===== src/rtl/fifo_wr_arbiter.sv =====
// fifo_wr_arbiter: round-robin arbiter that shares the single asyn_fifo
// write port (winc/wdata/wfull) among NREQ valid/ready requesters.
// Each grant lasts up to MAX_BURST words. Every grant is preceded by one
// arbitration cycle in IDLE.
// Optional feature: define WRARB_STALL_CNT_EN to add the stall_cnt output.
// stall_cnt counts BURST cycles in which the granted requester is blocked by wfull.
module fifo_wr_arbiter #(
  parameter int NREQ      = 4,
  parameter int WIDTH     = 8,
  parameter int MAX_BURST = 4
) (
  input  logic                  wclk,
  input  logic                  wrstn,
  input  logic [NREQ-1:0]       req_valid,
  input  logic [NREQ*WIDTH-1:0] req_data,
  output logic [NREQ-1:0]       req_ready,
  input  logic                  wfull,
  output logic                  winc,
  output logic [WIDTH-1:0]      wdata,
  output logic [2:0]            grant_id,
`ifdef WRARB_STALL_CNT_EN
  output logic [15:0]           stall_cnt,
`endif
  output logic                  busy
);

  localparam logic ST_IDLE  = 1'b0;
  localparam logic ST_BURST = 1'b1;
  localparam int   CW       = 5;

  logic          state_q, state_d;
  logic [2:0]    last_q, last_d;
  logic [2:0]    grant_q, grant_d;
  logic [CW-1:0] cnt_q, cnt_d;
  logic [CW-1:0] cnt_inc;

  logic             pick_vld;
  logic [2:0]       pick;
  logic             gnt_vld;
  logic [WIDTH-1:0] gnt_data;
  logic             xfer;

  // Round-robin search: first valid requester after the last grant, wrapping.
  // The loop runs downward so the closest candidate is written last and wins.
  always_comb begin
    pick_vld = 1'b0;
    pick     = '0;
    for (int k = NREQ; k >= 1; k--) begin
      if (req_valid[(int'(last_q) + k) % NREQ]) begin
        pick_vld = 1'b1;
        pick     = 3'((int'(last_q) + k) % NREQ);
      end
    end
  end

  // Select the granted requester's valid and data (loop avoids an oversized index).
  always_comb begin
    gnt_vld  = 1'b0;
    gnt_data = '0;
    for (int i = 0; i < NREQ; i++) begin
      if (grant_q == 3'(i)) begin
        gnt_vld  = req_valid[i];
        gnt_data = req_data[i*WIDTH +: WIDTH];
      end
    end
  end

  assign busy     = (state_q == ST_BURST);
  assign xfer     = busy & gnt_vld & ~wfull;
  assign winc     = xfer;
  assign wdata    = busy ? gnt_data : '0;
  assign grant_id = grant_q;
  assign cnt_inc  = cnt_q + CW'(1);

  // One-hot ready on the granted lane, gated by FIFO back-pressure.
  always_comb begin
    req_ready = '0;
    for (int i = 0; i < NREQ; i++) begin
      req_ready[i] = busy & (grant_q == 3'(i)) & ~wfull;
    end
  end

  // FSM next state: arbitrate in IDLE, count words and end the burst in BURST.
  always_comb begin
    state_d = state_q;
    last_d  = last_q;
    grant_d = grant_q;
    cnt_d   = cnt_q;
    case (state_q)
      ST_IDLE: begin
        if (pick_vld) begin
          grant_d = pick;
          last_d  = pick;
          cnt_d   = '0;
          state_d = ST_BURST;
        end
      end
      ST_BURST: begin
        if (!gnt_vld) begin
          state_d = ST_IDLE;
        end else if (xfer) begin
          cnt_d = cnt_inc;
          if (cnt_inc == CW'(MAX_BURST)) state_d = ST_IDLE;
        end
      end
      default: state_d = ST_IDLE;
    endcase
  end

  // State registers with synchronous reset. The pointer starts at NREQ-1 so req0 is searched first.
  always_ff @(posedge wclk) begin
    if (!wrstn) begin
      state_q <= ST_IDLE;
      last_q  <= 3'(NREQ - 1);
      grant_q <= '0;
      cnt_q   <= '0;
    end else begin
      state_q <= state_d;
      last_q  <= last_d;
      grant_q <= grant_d;
      cnt_q   <= cnt_d;
    end
  end

`ifdef WRARB_STALL_CNT_EN
  logic [15:0] stall_q, stall_d;

  // Saturating count of cycles where the granted requester waits on wfull.
  always_comb begin
    stall_d = stall_q;
    if (busy && gnt_vld && wfull && stall_q != 16'hFFFF) stall_d = stall_q + 16'd1;
  end

  // Stall counter register.
  always_ff @(posedge wclk) begin
    if (!wrstn) stall_q <= '0;
    else        stall_q <= stall_d;
  end

  assign stall_cnt = stall_q;
`endif

endmodule


===== config.mk =====
export PLATFORM = sky130hd
export DESIGN_NAME = fifo_wr_arbiter
export DESIGN_NICKNAME = d
export VERILOG_FILES = /design/src/rtl/fifo_wr_arbiter.sv
export SDC_FILE = /design/constraint.sdc
export NUM_CORES = 1
export LEC_CHECK = 0
export ABC_CLOCK_PERIOD_IN_PS = 4200
export BUFFER_PORTS_ARGS = -buffer_cell sky130_fd_sc_hd__buf_2
export CORE_ASPECT_RATIO = 0.75
export CORE_MARGIN = 5
export CORE_UTILIZATION = 40
export DETAILED_ROUTE_END_ITERATION = 16
export GPL_TIMING_DRIVEN = 0
export HOLD_SLACK_MARGIN = 0.1
export PLACE_DENSITY = 0.82
export SYNTH_ARGS = -nofsm -noshare
export SYNTH_HDL_FRONTEND = slang
export SYNTH_SLANG_ARGS = --single-unit

===== constraint.sdc =====
create_clock -name wclk -period 4.2 [get_ports wclk]
set_input_delay 0.21 -clock wclk [delete_from_list [all_inputs] [get_ports wclk]]
set_output_delay 0.21 -clock wclk [all_outputs]
set_load 0.05 [all_outputs]

==> impl_metrics.json, run 1 <==
{
  "maxCapViolCount": 0,
  "postRouteWirelength_um": 2710,
  "max_freq_mhz": 470,
  "nNetsFinal": 198,
  "cts_sinks": 10,
  "syn-num-nets": 139,
  "setup-violations-final": 0,
  "fin_crit_ns": 2.13,
  "wl_per_cell_um": 15.0,
  "hold_path.class": "in2reg",
  "synthArstFlopShare": 0,
  "synth_ff_type": "dfxtp_1",
  "core_area_um2": 2050,
  "worstSetupPathType": "reg2out",
  "cp_data_arrival_time_ns": 1.92,
  "start_kind": "flip-flop",
  "die_w_um": 64.0,
  "track_usage": 0.174,
  "cts_setup_buffers": 0,
  "first_global_vias": 984,
  "cts.htree.levels": 1,
  "status": "completed",
  "drive_gt1_frac": 0.455,
  "route.met2.wl_um": 1510,
  "avgSynthCellArea_um2": 8.91,
  "synth_top_area_frac": 0.229,
  "highest-signal-layer": "met4",
  "cts_buffer_depth": 2,
  "finalMaxSlewViolations": 0,
  "worst-path-max-fanout": 10,
  "end_kind": "output pin",
  "antenna_cells": 0,
  "synthTopCellsByCount": "dfxtp_1 (10), nor2_1 (10), and2_1 (9)",
  "cts_buffers": 3,
  "rsz0062_at_grt": "no",
  "wl_met1_um": 1020,
  "overflow": 0,
  "drtIter0Drc": 52,
  "cts_tree": "yes",
  "antenna_found_initial": 0,
  "worst_slew_pin_slew_ns": 0.626,
  "finalHoldViolCount": 0,
  "route.detailed.drc": 0,
  "required_ns": 3.99,
  "start_util": 0.426,
  "clockRootBuffer": "clkbuf_4",
  "power_uw": 351,
  "die-height_um": 50.5,
  "p_leak_nw": 0.600,
  "area_growth_pct": 38.5,
  "synth_edf_count": 0,
  "ys_seq_elements": 10,
  "clock_skew_ns": 0.00154,
  "max_slew_margin": 0.572,
  "wl_met3_um": 166,
  "gp_congestion": 0.870,
  "pwr_density_cell_nw_per_um2": 290,
  "dieArea_um2": 3230,
  "synth_top_area_cell": "dfxtp_1",
  "finalCritPeriodShare": 0.507,
  "vias_per_cell": 5.41,
  "numPortBuffers": 54,
  "yosysUniqueCellTypes": 33,
  "post_cts_resized": 0,
  "grt_max_degree": 11,
  "synth.yosys.seq_area_share": 0.229,
  "cts_hold_buf": 0,
  "grt_pass1_wl_um": 4510,
  "ant_nets": 0,
  "clock_latency_ns": 0.27,
  "synthesis.area_um2": 873,
  "dpl.hpwl_um": 2220,
  "synthTopCellsByArea": "dfxtp_1 (23%), mux4_2 (15%), mux4_1 (9.0%)",
  "first_pass_iters": 4,
  "synthesis.instances": 98,
  "rows": 14,
  "vias": 974,
  "ir_worst_vdd_v": 0.000266,
  "yosysWarnings": 0,
  "io_pins": 56,
  "path_clk_slew_ns": 0.07,
  "fin_tns_setup_ns": 0
}
metal layers:
metal | vias up | track usage
met1 | 471 | 0.192
met4 | 0 | 0.0104
li1 | 470 | -
met3 | 2 | 0.0603
met2 | 31 | 0.334
met5 | - | 0
metrics by stage:
| step | hold WS [ns] | util | setup slack (ns) | instance area, um2 | cells |
|---|---|---|---|---|---|
| final | 0.230 | 0.590 | 2.07 | 1210 | 180 |
| after global routing | 0.246 | 0.590 | 1.95 | 1210 | 180 |
| after global placement | 0.478 | 0.573 | 2.39 | 1170 | 176 |
| after CTS | 0.229 | 0.590 | 2.06 | 1210 | 180 |
| after floorplan | 0.371 | - | 1.71 | 873 | 98 |
| after detailed placement | 0.509 | 0.573 | 2.36 | 1170 | 176 |
cell usage in the layout, fill, tap and decap left out, types with 2 or more instances in the layout:
cell type	instances
a21oi_1	2
and2_1	9
and3_1	2
buf_2	55
clkbuf_1	3
clkbuf_4	3
dfxtp_1	10
ha_1	2
mux4_1	3
mux4_2	6
nand2_1	8
nand2b_1	4
nand3_1	4
nor2_1	10
nor2b_1	4
nor3b_1	3
o21a_1	2
o21ai_0	6
o21ai_1	3
or2_2	2
power breakdown:
group / internal [mW] / switching (mW) / total, mW
clock network: 0.0527 / 0.0349 / 0.0876
registers: 0.101 / 0.00766 / 0.109
logic: 0.0607 / 0.0938 / 0.154
total: 0.214 / 0.136 / 0.351
worst paths after layout:
check | from | to | slack, ns | cells past startpoint
hold reg to reg | cnt_q[2]$_SDFFE_PN0P_ | cnt_q[2]$_SDFFE_PN0P_ | 0.52 | 2
hold / removal | wrstn | cnt_q[0]$_SDFFE_PN0P_ | 0.23 | 3
setup / recovery | grant_id[0]$_SDFFE_PN0P_ | wdata[6] | 2.07 | 5
setup reg to reg | grant_id[0]$_SDFFE_PN0P_ | cnt_q[1]$_SDFFE_PN0P_ | 2.63 | 6
logic make-up after synthesis:
logic type / count (synthesis) / share of synthesized area
multiplexers: 9 / 0.245
adder cells (fa/ha/maj): 2 / 0.0286
other: 1 / 0.00429
buffers and inverters: 8 / 0.0516
AND/OR/NAND/NOR: 49 / 0.307
AO/OA/AOI/OAI: 18 / 0.125
XOR/XNOR: 1 / 0.0100
flip-flops: 10 / 0.229
sequential cells by signal (all words and copies together), names as in the netlist:
| name | count |
|---|---|
| busy | 1 |
| cnt_q | 5 |
| grant_id | 2 |
| last_q | 2 |
cell type report:
type,instances,area [um2]
well taps,24,30.0
fillers,191,840
repair buffers,54,270
multi-input cells,80,628
clock buffers,4,36.3
inverters,2,10.0
flip-flops and latches,10,200
plain buffers,6,35.0
critical path, stage by stage (launching register included):
cell     delay (ns)
dfxtp_1        0.36
buf_6          0.14
buf_2          0.25
mux4_2         0.53
and2_1         0.17
buf_2          0.20
No activity file was read; power rests on OpenSTA's default activity.
==> inputs of run 2 (changes only) <==
--- a/config.mk
+++ b/config.mk
@@ -5,7 +5,7 @@
 export SDC_FILE = /design/constraint.sdc
 export NUM_CORES = 1
 export LEC_CHECK = 0
-export ABC_CLOCK_PERIOD_IN_PS = 4200
+export ABC_CLOCK_PERIOD_IN_PS = 2150
 export BUFFER_PORTS_ARGS = -buffer_cell sky130_fd_sc_hd__buf_2
 export CORE_ASPECT_RATIO = 0.75
 export CORE_MARGIN = 5
==> constraint.sdc (replaced) <==
create_clock -name wclk -period 2.15 [get_ports wclk]
set_input_delay 0.1075 -clock wclk [delete_from_list [all_inputs] [get_ports wclk]]
set_output_delay 0.1075 -clock wclk [all_outputs]
set_load 0.05 [all_outputs]
==> impl_metrics.json, run 2 (synthesis results as in run 1) <==
{
  "startpoint": "grant_id[0]$_SDFFE_PN0P_",
  "layout_commonest_cell": "buf_2",
  "drtIter0Drc": 37,
  "rows": 14,
  "max_slew_margin": 0.574,
  "cts_sinks": 10,
  "path_clk_slew_ns": 0.07,
  "dpl.hpwl_um": 2330,
  "overflow": 0,
  "die-height_um": 50.5,
  "final_util": 0.591,
  "grt_max_degree": 11,
  "finalHoldViolCount": 0,
  "cts_buffer_depth": 2,
  "maxCapViolCount": 0,
  "worst_slew_pin_slew_ns": 0.622,
  "ant_nets": 0,
  "timing.rr.end": "cnt_q[1]$_SDFFE_PN0P_",
  "finalCritPeriodShare": 0.890,
  "rsz0062_at_grt": "no",
  "reg2reg_depth": 6,
  "largest_reg_flops": 5,
  "grt_pass1_wl_um": 4430,
  "ir_worst_vdd_v": 0.000450,
  "fin_ws_ns": 0.236,
  "status": "completed",
  "cp_data_arrival_time_ns": 1.81,
  "p_leak_nw": 0.601,
  "cts_tree": "yes",
  "drive_gt1_frac": 0.465,
  "start_util": 0.426,
  "worstSetupPathType": "reg2out",
  "core_area_um2": 2050,
  "final_cell_mix": "buf_2 (54), nor2_1 (10), dfxtp_1 (10)",
  "clock_skew_ns": 0.00526,
  "max_freq_mhz": 522,
  "fin_tns_setup_ns": 0,
  "dpl_worst_slack_ns": 0.389,
  "cts_buffers": 3,
  "cts_setup_buffers": 0,
  "fin_crit_ns": 1.91,
  "cts.htree.levels": 1,
  "vias_per_cell": 5.40,
  "required_ns": 2.04,
  "gp_congestion": 0.841,
  "postRouteWirelength_um": 2680,
  "start_kind": "flip-flop",
  "route.detailed.drc": 0,
  "setup.worst_path.end": "winc",
  "antenna_cells": 0,
  "r2r-start": "grant_id[0]$_SDFFE_PN0P_",
  "setup-violations-final": 0,
  "cts_hold_buf": 0,
  "r2r_setup_slack_ns": 0.52,
  "numPortBuffers": 54,
  "first_global_vias": 1026,
  "area_growth_pct": 38.7,
  "largest-register": "cnt_q",
  "first_pass_iters": 4,
  "end_kind": "output pin",
  "io_pins": 56,
  "worst-path-max-fanout": 14,
  "post_cts_resized": 0,
  "clockRootBuffer": "clkbuf_4",
  "vias": 966,
  "die_w_um": 64.0,
  "hold_path.class": "in2reg",
  "clock_latency_ns": 0.28,
  "wl_per_cell_um": 15.0,
  "track_usage": 0.173,
  "antenna_found_initial": 0,
  "finalMaxSlewViolations": 0,
  "pwr_density_cell_nw_per_um2": 570,
  "nNetsFinal": 197,
  "dieArea_um2": 3230
}
-- run 2: changes by cell type in the layout (fill, tap and decap cells not counted) --
cell,before,now
buf_2,55,54
clkbuf_1,3,2
clkbuf_2,0,1
nor3b_1,3,2
nor3b_2,0,1
-- run 2: routing by layer --
metal,share of wire,GRT usage,vias up
met5,0,0,-
met1,0.35,0.160,459
met3,0.044,0.0491,9
met4,0.026,0.0623,0
li1,-,-,472
met2,0.58,0.353,26
-- run 2: critical path, stage by stage (launching register included) --
cell	delay (ns)
dfxtp_1	0.35
buf_6	0.20
mux4_2	0.60
nand2_4	0.13
inv_4	0.04
buf_2	0.20
-- run 2: cell type report --
cell class,instances,area (um2)
clock buffer,4,36.3
multi-input combinational,80,633
sequential,10,200
buffer,5,31.3
tap,24,30.0
timing repair buffer,54,270
fill,178,838
inverter,2,10.0
-- run 2: through the flow --
stage,cells,hold slack (ns),cell area [um2],total power [mW]
final,179,0.123,1210,0.690
after global routing,179,0.135,1210,0.732
after CTS,180,0.116,1210,0.699
after detailed placement,176,0.410,1180,0.523
after global placement,176,0.402,1180,0.511
after floorplan,98,0.269,878,0.434
-- run 2: worst min path at each step --
stage                      from               endpoint  slack (ns)  cells after the start
after global placement    wrstn  cnt_q[4]$_SDFFE_PN0P_        0.40                      3
after detailed placement  wrstn  cnt_q[4]$_SDFFE_PN0P_        0.41                      3
after global routing      wrstn  cnt_q[4]$_SDFFE_PN0P_        0.13                      3
final                     wrstn  cnt_q[4]$_SDFFE_PN0P_        0.12                      3
after CTS                 wrstn  cnt_q[4]$_SDFFE_PN0P_        0.12                      3
after floorplan           wrstn  cnt_q[4]$_SDFFE_PN0P_        0.27                      2
-- run 2: report_power, final --
part / leakage, nW / internal, mW / switching, mW / total, mW
registers: 0.0820 / 0.197 / 0.0150 / 0.212
logic: 0.498 / 0.118 / 0.186 / 0.305
clock network: 0.0210 / 0.103 / 0.0699 / 0.173
